### src/rtl/keypad_button_scanner.sv
// keypad_button_scanner
// Front-end input stage: scans a 4x4 active-low matrix keypad one column at a
// time, synchronizes and debounces the keypad and five push-buttons, and
// produces debounced levels plus one-cycle rising-edge pulses.
//
// Ports:
//   clk        system clock (single domain)
//   rst        synchronous active-high reset
//   row[3:0]   keypad rows, active-low, asynchronous
//   bt[4:0]    push-buttons, active-high, asynchronous
//   col[3:0]   keypad column drive, active-low, one bit low at a time
//   key_press  debounced key levels, key k = 4*column + row
//   key_edge   one-cycle pulse on each key_press 0->1 transition
//   bt_press   debounced button levels
//   bt_edge    one-cycle pulse on each bt_press 0->1 transition
//
// Column FSM:
//   state | meaning
//   COL0  | col = 1110, rows sampled into frame[3:0] on last dwell cycle
//   COL1  | col = 1101, rows sampled into frame[7:4]
//   COL2  | col = 1011, rows sampled into frame[11:8]
//   COL3  | col = 0111, rows complete the frame and drive the debouncer
module keypad_button_scanner #(
    parameter int SCAN_DIV  = 100000,
    parameter int DEB_SCANS = 4,
    parameter int BT_DEB    = 2000000
) (
    input  logic        clk,
    input  logic        rst,
    input  logic [3:0]  row,
    input  logic [4:0]  bt,
    output logic [3:0]  col,
    output logic [15:0] key_press,
    output logic [15:0] key_edge,
    output logic [4:0]  bt_press,
    output logic [4:0]  bt_edge
);

    localparam int DW = $clog2(SCAN_DIV);
    localparam int SW = $clog2(DEB_SCANS + 1);
    localparam int BW = $clog2(BT_DEB + 1);
    localparam logic [DW-1:0] DWELL_LAST  = DW'(SCAN_DIV - 1);
    localparam logic [SW-1:0] STABLE_LAST = SW'(DEB_SCANS - 1);
    localparam logic [BW-1:0] BT_LAST     = BW'(BT_DEB - 1);

    typedef enum logic [1:0] {COL0, COL1, COL2, COL3} col_state_t;

    col_state_t    state, state_nxt;
    logic [DW-1:0] dwell;
    logic          dwell_last;

    logic [3:0]    row_s1, row_s2;
    logic [4:0]    bt_s1, bt_s2;

    logic [11:0]   frame;
    logic [15:0]   prev_frame;
    logic [15:0]   frame_full;
    logic          frame_done;
    logic [SW-1:0] stable;
    logic [SW-1:0] stable_nxt;

    logic [BW-1:0] bt_cnt;

    // Two-flop synchronizers; rows idle high, buttons idle low.
    always_ff @(posedge clk) begin
        if (rst) begin
            row_s1 <= 4'b1111;
            row_s2 <= 4'b1111;
            bt_s1  <= 5'b0;
            bt_s2  <= 5'b0;
        end else begin
            row_s1 <= row;
            row_s2 <= row_s1;
            bt_s1  <= bt;
            bt_s2  <= bt_s1;
        end
    end

    always_ff @(posedge clk) begin
        if (rst) state <= COL0;
        else     state <= state_nxt;
    end

    always_comb begin
        state_nxt  = state;
        col        = 4'b1110;
        dwell_last = (dwell == DWELL_LAST);
        case (state)
            COL0: begin
                col = 4'b1110;
                if (dwell_last) state_nxt = COL1;
            end
            COL1: begin
                col = 4'b1101;
                if (dwell_last) state_nxt = COL2;
            end
            COL2: begin
                col = 4'b1011;
                if (dwell_last) state_nxt = COL3;
            end
            COL3: begin
                col = 4'b0111;
                if (dwell_last) state_nxt = COL0;
            end
            default: begin
                col       = 4'b1110;
                state_nxt = COL0;
            end
        endcase
    end

    always_ff @(posedge clk) begin
        if (rst)             dwell <= '0;
        else if (dwell_last) dwell <= '0;
        else                 dwell <= dwell + DW'(1);
    end

    // Column 3 is never stored: its sample completes the frame directly.
    always_comb begin
        frame_full = {~row_s2, frame};
        frame_done = dwell_last && (state == COL3);
        stable_nxt = '0;
        if (frame_full == prev_frame) begin
            if (stable == STABLE_LAST) stable_nxt = stable;
            else                       stable_nxt = stable + SW'(1);
        end
    end

    always_ff @(posedge clk) begin
        if (rst) begin
            frame      <= '0;
            prev_frame <= '0;
            stable     <= '0;
            key_press  <= '0;
            key_edge   <= '0;
        end else begin
            key_edge <= '0;
            if (dwell_last && (state != COL3))
                frame[{state, 2'b00} +: 4] <= ~row_s2;
            if (frame_done) begin
                prev_frame <= frame_full;
                stable     <= stable_nxt;
                if (stable_nxt == STABLE_LAST) begin
                    key_press <= frame_full;
                    key_edge  <= frame_full & ~key_press;
                end
            end
        end
    end

    // One shared counter: any mismatch against bt_press keeps it counting,
    // only a momentary match restarts it.
    always_ff @(posedge clk) begin
        if (rst) begin
            bt_cnt   <= '0;
            bt_press <= '0;
            bt_edge  <= '0;
        end else begin
            bt_edge <= '0;
            if (bt_s2 != bt_press) begin
                if (bt_cnt == BT_LAST) begin
                    bt_press <= bt_s2;
                    bt_edge  <= bt_s2 & ~bt_press;
                    bt_cnt   <= '0;
                end else begin
                    bt_cnt <= bt_cnt + BW'(1);
                end
            end else begin
                bt_cnt <= '0;
            end
        end
    end

endmodule

### config.mk
export PLATFORM = sky130hd
export DESIGN_NAME = keypad_button_scanner
export DESIGN_NICKNAME = d
export VERILOG_FILES = /design/src/rtl/keypad_button_scanner.sv
export SDC_FILE = /design/constraint.sdc
export NUM_CORES = 1
export LEC_CHECK = 0
export CORE_AREA = 3 3 113 115
export CTS_BUF_LIST = sky130_fd_sc_hd__clkbuf_16
export CTS_CLUSTER_DIAMETER = 200
export DETAILED_ROUTE_END_ITERATION = 12
export DIE_AREA = 0 0 116 118
export GPL_TIMING_DRIVEN = 1
export HOLD_SLACK_MARGIN = 0.03
export PLACE_DENSITY = 0.65
export SETUP_SLACK_MARGIN = 0.05
export SLEW_MARGIN = 20
export SYNTH_ARGS = -nofsm -noshare
export SYNTH_HDL_FRONTEND = slang
export SYNTH_SLANG_ARGS = --single-unit
### constraint.sdc
create_clock -name clk -period 3.3 [get_ports clk]
set_input_delay 0.66 -clock clk [delete_from_list [all_inputs] [get_ports clk]]
set_output_delay 0.66 -clock clk [all_outputs]
set_load 0.005 [all_outputs]
# --- Word-level counts from Yosys, hierarchy flattened ---
# Index checks and enable logic that the tools add are counted.
word_totals:
  out_inout_bits: 46
  regBits: 131
  input_bits: 11
  word_cells: 62
classes:
  muxes: 9
  reduce_logical: 10
  eq_ne: 14
  bitwise: 9
  n_shift: 2
  add_sub_neg: 4
ops:
  columns: ["op", "count"]
  rows:
  - ["adder 21 x 1 -> 21 bit (second input constant)", 1]
  - ["equality test 21 bit (second input constant)", 1]
  - ["adder 17 x 1 -> 17 bit (second input constant)", 1]
  - ["equality test 17 bit (second input constant)", 1]
  - ["AND 16 bit", 1]
  - ["equality test 16 bit", 1]
  - ["NOT 16 bit", 1]
  - ["case mux 4 bit (4 select lines)", 1]
  - ["bitwise mux 12 bit", 1]
  - ["variable shift 4 x 6 -> 12 bit (first input constant)", 1]
  - ["indexed part select 4 x 6 -> 12 bit", 1]
  - ["inequality test 2 bit (second input constant)", 5]
  - ["OR reduction 3 bit", 3]
  - ["two-way mux 2 bit", 4]
  - ["case mux 2 bit (4 select lines)", 1]
  - ["equality test 3 x 2 -> 1 bit (second input constant)", 2]
  - ["two-way mux 3 bit", 2]
  - ["negation 4 -> 6 bit", 1]
  - ["AND 5 bit", 1]
  - ["inequality test 5 bit", 1]
  - ["NOT 5 bit", 1]
  - ["equality test 2 bit (second input constant)", 2]
  - ["NOT 1 bit", 4]
  - ["NOT 4 bit", 1]
  - ["7 further kinds", 9]

# --- Longest topological paths before layout ---
# Gate-level depths: netlist of run 1.
logic_depth:
  depth_word: 6
  depth_mapped: 8
  mapped_depth_nobuf: 7

# --- Worst setup path before layout of run 1 ---
# OpenSTA, ideal clock, no wires.
synth_timing:
  path_type: "register to register"
  start: "register stable[0]"
  end: "register key_edge[10]"
  required_time_ns: 3.228
  n_path_buf: 2
  arrival_ns: 2.173
  period_less_slack_ns: 2.246
  path_stages_with_launch: 9
  path_slack_ns: 1.054
  setup_ns: 0.072
  path_cell_list: "dfxtp_1 -> ha_1 -> or4b_2 -> o211ai_1 -> nand3_1 -> or3_1 -> buf_2 -> buf_6 -> nor3b_2"
synth_via:
  elab_chain_len: 6
  elab_cells_between_ends: 7
  cone_classes: "1 x add/sub; 2 x eq/ne; 2 x mux; 1 x bitwise; 1 x reduce/logical"
synth_lines:
  columns: ["element", "line_no", "rtl"]
  rows:
  - ["start: declaration", "59", "logic [SW-1:0] stable;"]
  - ["start signal: assignment", "142", "stable <= stable_nxt;"]
  - ["adder 3 x 1 -> 3 bit / equality test 3 x 2 -> 1 bit (equally long branches)", "125, 124", null]
  - ["two-way mux 3 bit (*)", "124", "if (stable == STABLE_LAST) stable_nxt = stable;"]
  - ["two-way mux 3 bit (*)", "123", "if (frame_full == prev_frame) begin"]
  - ["equality test 3 x 2 -> 1 bit (*)", "143", "if (stable_nxt == STABLE_LAST) begin"]
  - ["NOT 1 bit (no source line) (*)", null, null]
  - ["OR reduction 3 bit (no source line) (*)", null, null]
  - ["end signal: assignment", "145", "key_edge <= frame_full & ~key_press;"]
  - ["end: declaration", "34", "output logic [15:0] key_edge,"]
# Mark *: on every way between the ends. The rest lies on a longest branch, timed or not.
# A chain may end at the register's enable or synchronous reset.

# --- Worst setup path after layout of run 1 ---
layout_timing:
  start: "register stable[0]"
  end: "register key_edge[4]"
# The elaborated chain is that of the path after synthesis.

==> results of run 1 <==
report_power, final:
part | internal, mW | switching [mW]
logic | 0.0310 | 0.0530
clock network | 1.24 | 0.641
registers | 1.60 | 0.0129
total | 2.87 | 0.707
cells in the mapped netlist, drive strengths merged:
cell type	number
nor2	82
o21ai	15
or4b	4
nand4bb	2
or3	3
a211oi	4
and3	9
xnor2	23
a311oi	4
or2	11
and4	4
buf	11
nand4b	3
o211ai	2
and3b	1
nand2	40
a21oi	29
nor2b	11
and2	8
nand3b	2
ha	15
nand3	33
dfxtp	131
clkbuf	21
or3b	1
nand4	5
nor3b	13
mux2i	17
or4	2
nor4	11
o31a	1
nor3	10
inv	15
xor2	27
logic make-up (layout without fill, tap and decap cells):
group,count (synthesis),after routing,synth area share (%)
AOI/OAI and AO/OA,55,55,5.88
and+or+nand+nor,255,255,26.4
DFF,131,131,49.1
buffers and inverters,47,108,3.77
adders and majority gates,15,15,3.51
xor gates and xnor gates,50,50,8.19
muxes,17,17,3.18
worst paths after layout:
kind         depth (start not counted)     endpoint  startpoint  slack (ps)
min                                  1    row_s2[3]   row_s1[3]         410
max                                  7  key_edge[4]   stable[0]         520
max reg2reg                          7  key_edge[4]   stable[0]         520
min reg2reg                          1    row_s2[3]   row_s1[3]         410
layer usage:
metal / wire length (um) / part of all wire, % / vias to the layer above
li1: - / - / 2020
met1: 4940 / 45 / 1920
met2: 5360 / 49 / 74
met3: 518 / 4.8 / 8
met4: 89 / 0.82 / 0
met5: 0 / 0 / -
final cells by class:
cell class              count  area (um^2)
clock buffers              17          425
clock inverters            14          171
fillers                  1105         5330
inverters                  15         56.3
multi-input cells         392         2520
flip-flops and latches    131         2620
well taps                 147          184
repair buffers             62          601
stage by stage:
step	power [mW]	setup slack (ps)	std cells	instance area (um^2)
after global routing	3.70	266	778	6580
final	3.58	519	778	6580
after floorplan	1.70	1050	570	5350
after global placement	1.73	629	747	5980
after CTS	3.62	523	778	6580
after detailed placement	1.73	530	747	5980
flip-flops by register name (all words and copies together) (netlist names), 12 cells and up:
signal / flops
frame: 12
dwell: 17
key_press: 16
prev_frame: 16
key_edge: 16
bt_cnt: 21
==> summary.txt, run 1 <==
Logic synthesis
  – Unique masters post-synth: 47
  – Yosys warns: 0
  – Synthesized flop and latch total: about 130
  – Mapped Cells: 570
  – Syn Nets: between 500 and 600
  – Post-synth top area share: between 40% and 50%
  – Sequential area share after synthesis: about 50%
  – Cell Area, Synth: about 5300 um^2
  – Syn_area_per_cell: about 9.4 um^2
  – Dominant cell type by area after synthesis: dfxtp_1
  – Main area contributors after synthesis: dfxtp_1, nor2_1, xor2_1, xnor2_1, ha_1

Critical path
  – CP max stage cell: or3_1
  – WP data arrival: 3090 ps
  – Max FO, Critical Path: 16
  – Crit end category: flop
  – Crit start category: flop
  – Type of the worst setup path: reg2reg
  – Slowest stage delay, CP: ~660 ps
  – CP top delay family: simple AND/OR/NAND/NOR gates
  – WP buf/inv: 1
  – Worst path cell trace: ha_1, or4b_2, o211ai_1, nand3_1, buf_4, or3_1, nor3b_1
  – WP data required: roughly 3600 ps

Timing
  – Final setup vio count: 0
  – RSZ-0062 raised after global routing: no
  – Hold Fails Final Rpt: 0
  – Slew HR: 40.0%
  – Setup TNS: 0 ps
  – Period utilization: 84.3%
  – Layout Skew: around 7.3 ps
  – Fin Hold WS: roughly 400 ps
  – Worst slew pin tran: between 900 and 1000 ps
  – Max Slew Vio Count: 0
  – Peak Freq: between 300 and 400 MHz
  – Period minus WS final: roughly 2800 ps

Clocking
  – Post-CTS Setup Bufs: 0
  – CTS-repair resized insts: 0
  – CTS H-tree lvls: 4
  – CTS tree: built
  – Max Buffers Root-to-Sink: 2
  – Clock Sinks: between 100 and 150
  – Worst skew pair latency: ~400 ps
  – Worst-path clk slew: around 50 ps
  – Inserted Clock Buffers: 17
  – CTS root buffer: clkbuf_16
  – Hold-fix buffers, CTS: 0

Global route
  – Met1 usage: between 20% and 30%
  – GR Overflow Total: 0
  – Vias in the first global route: ~3900
  – M3 GR Usage: under 10%
  – Met2 usage: 27.0%
  – First-pass GRT wire length: 18600 um
  – Pin count of the biggest net entering global routing: 63
  – GRT Total Usage: 16.9%
  – GRT Max-Usage Layer: met2
  – Initial antenna violation count: 0

Floorplan
  – Chip Width: around 120 um
  – Die Y: approximately 120 um
  – Starting Density: approximately 45%
  – Row cnt: 40
  – Core area: 11900 um^2
  – Io pins: between 50 and 60
  – Die area: around 14000 um^2

Place
  – Port bufs: 56
  – GPL Wtd Cong: approximately 0.78
  – DP Wirelength: roughly 7600 um

Worst hold path
  – Hold WC Path Type: reg2reg

Routing
  – First DRT Iteration DRCs: 206
  – Drt via density: 5.17
  – Vias: 4022
  – DRC viols: 0
  – Routed wire length: 10900 um
  – Drt wl/cell: around 14 um
  – Drt first pass iters: 4
  – Antenna Nets Post-Route: 0

Cells and area
  – Area Overhead vs Synth: 23.1%
  – Leading cell types in the layout, fill and taps excluded: dfxtp_1, nor2_1, clkdlybuf4s50_1, nand2_1, nand3_1
  – Share of cells above drive strength 1: ~10%
  – Layout Nets: 645
  – Antenna Diode Count: 0
  – Commonest non-fill, non-tap cell in the layout: dfxtp_1
  – Fin util: a little under three fifths

Outcome
  – Status: complete, no violations

Run
  – MaxCap Viol Count: 0

Power
  – Maximum vdd drop: between 0.3 and 0.4 mV
  – Total power divided by cell area: roughly 540 nW/um^2
  – LEAKAGE: between 2 and 2.5 nW
No activity file was read; power rests on OpenSTA's default activity.
==> run 2: changes to the inputs <==
==> constraint.sdc (replaced) <==
create_clock -name clk -period 2.83 [get_ports clk]
set_input_delay 0.566 -clock clk [delete_from_list [all_inputs] [get_ports clk]]
set_output_delay 0.566 -clock clk [all_outputs]
set_load 0.005 [all_outputs]
==> run 2 against run 1 <==
Fmax is 6.8% higher. Die area unchanged. Sequential power is 17% higher. Clock-buffer cell count did not move. Clock power grew 7%. First-iteration DRC count shrank 1.5%. Sequential cell count unchanged. Sequential share of layout area shrank 0.053 points.
==> summary.txt, run 2 (synthesized netlist as in run 1, its figures left out) <==
Floorplan
  – Io pins: 57
  – Die area: ~14000 um^2
  – Die Y: 118 um
  – Core area: 11900 um^2
  – Starting Density: 44.9%
  – Chip Width: between 100 and 150 um
  – Row cnt: 40

Clocking
  – CTS-repair resized insts: 0
  – Hold-fix buffers, CTS: 0
  – Worst skew pair latency: a little over 400 ps
  – Clock Sinks: around 130
  – CTS H-tree lvls: 4
  – Max Buffers Root-to-Sink: 2
  – Worst-path clk slew: ~50 ps
  – CTS root buffer: clkbuf_16
  – Inserted Clock Buffers: 17
  – Post-CTS Setup Bufs: 0
  – CTS tree: built

Place
  – GPL Wtd Cong: around 0.80
  – Placement-stage cell area: roughly 6000 um^2
  – Port bufs: 56
  – DP Wirelength: 7510 um

Cells and area
  – Layout Nets: approximately 650
  – Max FFs per register: 21
  – Share of cells above drive strength 1: about a tenth
  – Largest reg by FF count: bt_cnt
  – Commonest non-fill, non-tap cell in the layout: dfxtp_1
  – Leading cell types in the layout, fill and taps excluded: dfxtp_1, nor2_1, clkdlybuf4s50_1, nand2_1, nand3_1
  – Area Overhead vs Synth: 23.3%
  – Largest regs: bt_cnt (21), dwell (17)
  – Fin area: 6590 um^2
  – Antenna Diode Count: 0

Critical path
  – Worst path cell trace: ha_1, or4b_2, o211ai_1, nand3_1, or3_1, buf_4, nor3b_2
  – Crit end category: flop
  – CP max stage cell: or4b_2
  – Max FO, Critical Path: 10
  – WP data arrival: approximately 3000 ps
  – Crit start category: flop
  – CP top delay family: simple AND/OR/NAND/NOR gates
  – WP buf/inv: 1
  – Slowest stage delay, CP: about 600 ps
  – Type of the worst setup path: reg2reg
  – WP data required: about 3200 ps

Routing
  – Vias: 4015
  – Drt via density: between 5 and 6
  – First DRT Iteration DRCs: 203
  – Routed wire length: 10800 um
  – Antenna Nets Post-Route: 0
  – Drt first pass iters: 4
  – Drt wl/cell: between 10 and 15 um
  – DRC viols: 0

Timing
  – Slew HR: 67.2%
  – Peak Freq: around 380 MHz
  – RSZ-0062 raised after global routing: no
  – Max Slew Vio Count: 0
  – Hold Fails Final Rpt: 0
  – Layout Skew: 7.63 ps
  – Final setup vio count: 0
  – Worst slew pin tran: around 490 ps
  – Period minus WS final: 2600 ps
  – Setup TNS: 0 ps
  – Period utilization: 92.0%

Power
  – Seq pwr share: around 47%
  – Internal power: approximately 3.2 mW
  – Combinational power share: 2.6%
  – LEAKAGE: between 2 and 2.5 nW
  – Total power: 3.99 mW
  – NetSw: slightly above 0.8 mW
  – Clock power frac: between 50% and 60%
  – Maximum vdd drop: around 0.37 mV
  – Switching Share: 20.6%
  – Total power divided by cell area: ~610 nW/um^2

Worst hold path
  – Hold WC Path Type: reg2reg

Run
  – MaxCap Viol Count: 0

Global route
  – Vias in the first global route: 3910
  – Initial antenna violation count: 0
  – Pin count of the biggest net entering global routing: 81
  – GR Overflow Total: 0
  – First-pass GRT wire length: about 19000 um
  – GRT Total Usage: ~17%

Outcome
  – Status: complete, no violations
==> run 2: worst reg2reg max path, cell delays in order (launching register included) <==
cell      delay (ps)
dfxtp_1          360
ha_1             340
or4b_2           600
o211ai_1         140
nand3_1          120
or3_1            530
buf_4            270
nor3b_2          170
==> run 2: power groups by stage <==
stage	combinational, mW	sequential (mW)	clock, mW
after floorplan	0.0742	1.91	0
after global placement	0.103	1.92	0
after detailed placement	0.106	1.92	0
after CTS	0.106	1.88	2.05
after global routing	0.117	1.88	2.14
final	0.105	1.88	2.01
==> run 2: final timing paths <==
check | startpoint | endpoint | slack (ps) | depth (start not counted)
worst max-delay path | stable[0] | key_edge[9] | 230 | 7
worst min-delay path | row_s1[2] | row_s2[2] | 410 | 1
worst max register to register | stable[0] | key_edge[9] | 230 | 7
worst min register to register | row_s1[2] | row_s2[2] | 410 | 1
==> run 2: layout make-up <==
| class | instances | area [um^2] |
|---|---|---|
| timing repair buffer | 68 | 658 |
| tap | 147 | 184 |
| inverter | 15 | 56.3 |
| clock inverter | 15 | 123 |
| sequential | 131 | 2620 |
| fill | 1057 | 5320 |
| multi-input combinational | 392 | 2520 |
| clock buffer | 17 | 425 |
==> run 2: metal layers <==
layer,part of all wire (%),track usage (%),vias up
li1,-,-,2034
met5,0,0,-
met2,45,25.3,84
met1,48,23.1,1885
met3,4.9,5.30,12
met4,1.2,5.66,0
==> run 2: per-stage QoR <==
step	util (%)	hold WS, ps	setup WS [ps]	instances
2_1_floorplan	-	389	584	570
3_3_place_gp	50.7	392	351	753
3_5_place_dp	50.7	398	252	753
4_1_cts	55.3	410	234	785
5_1_grt	55.3	425	106	785
6_report	55.3	409	226	785
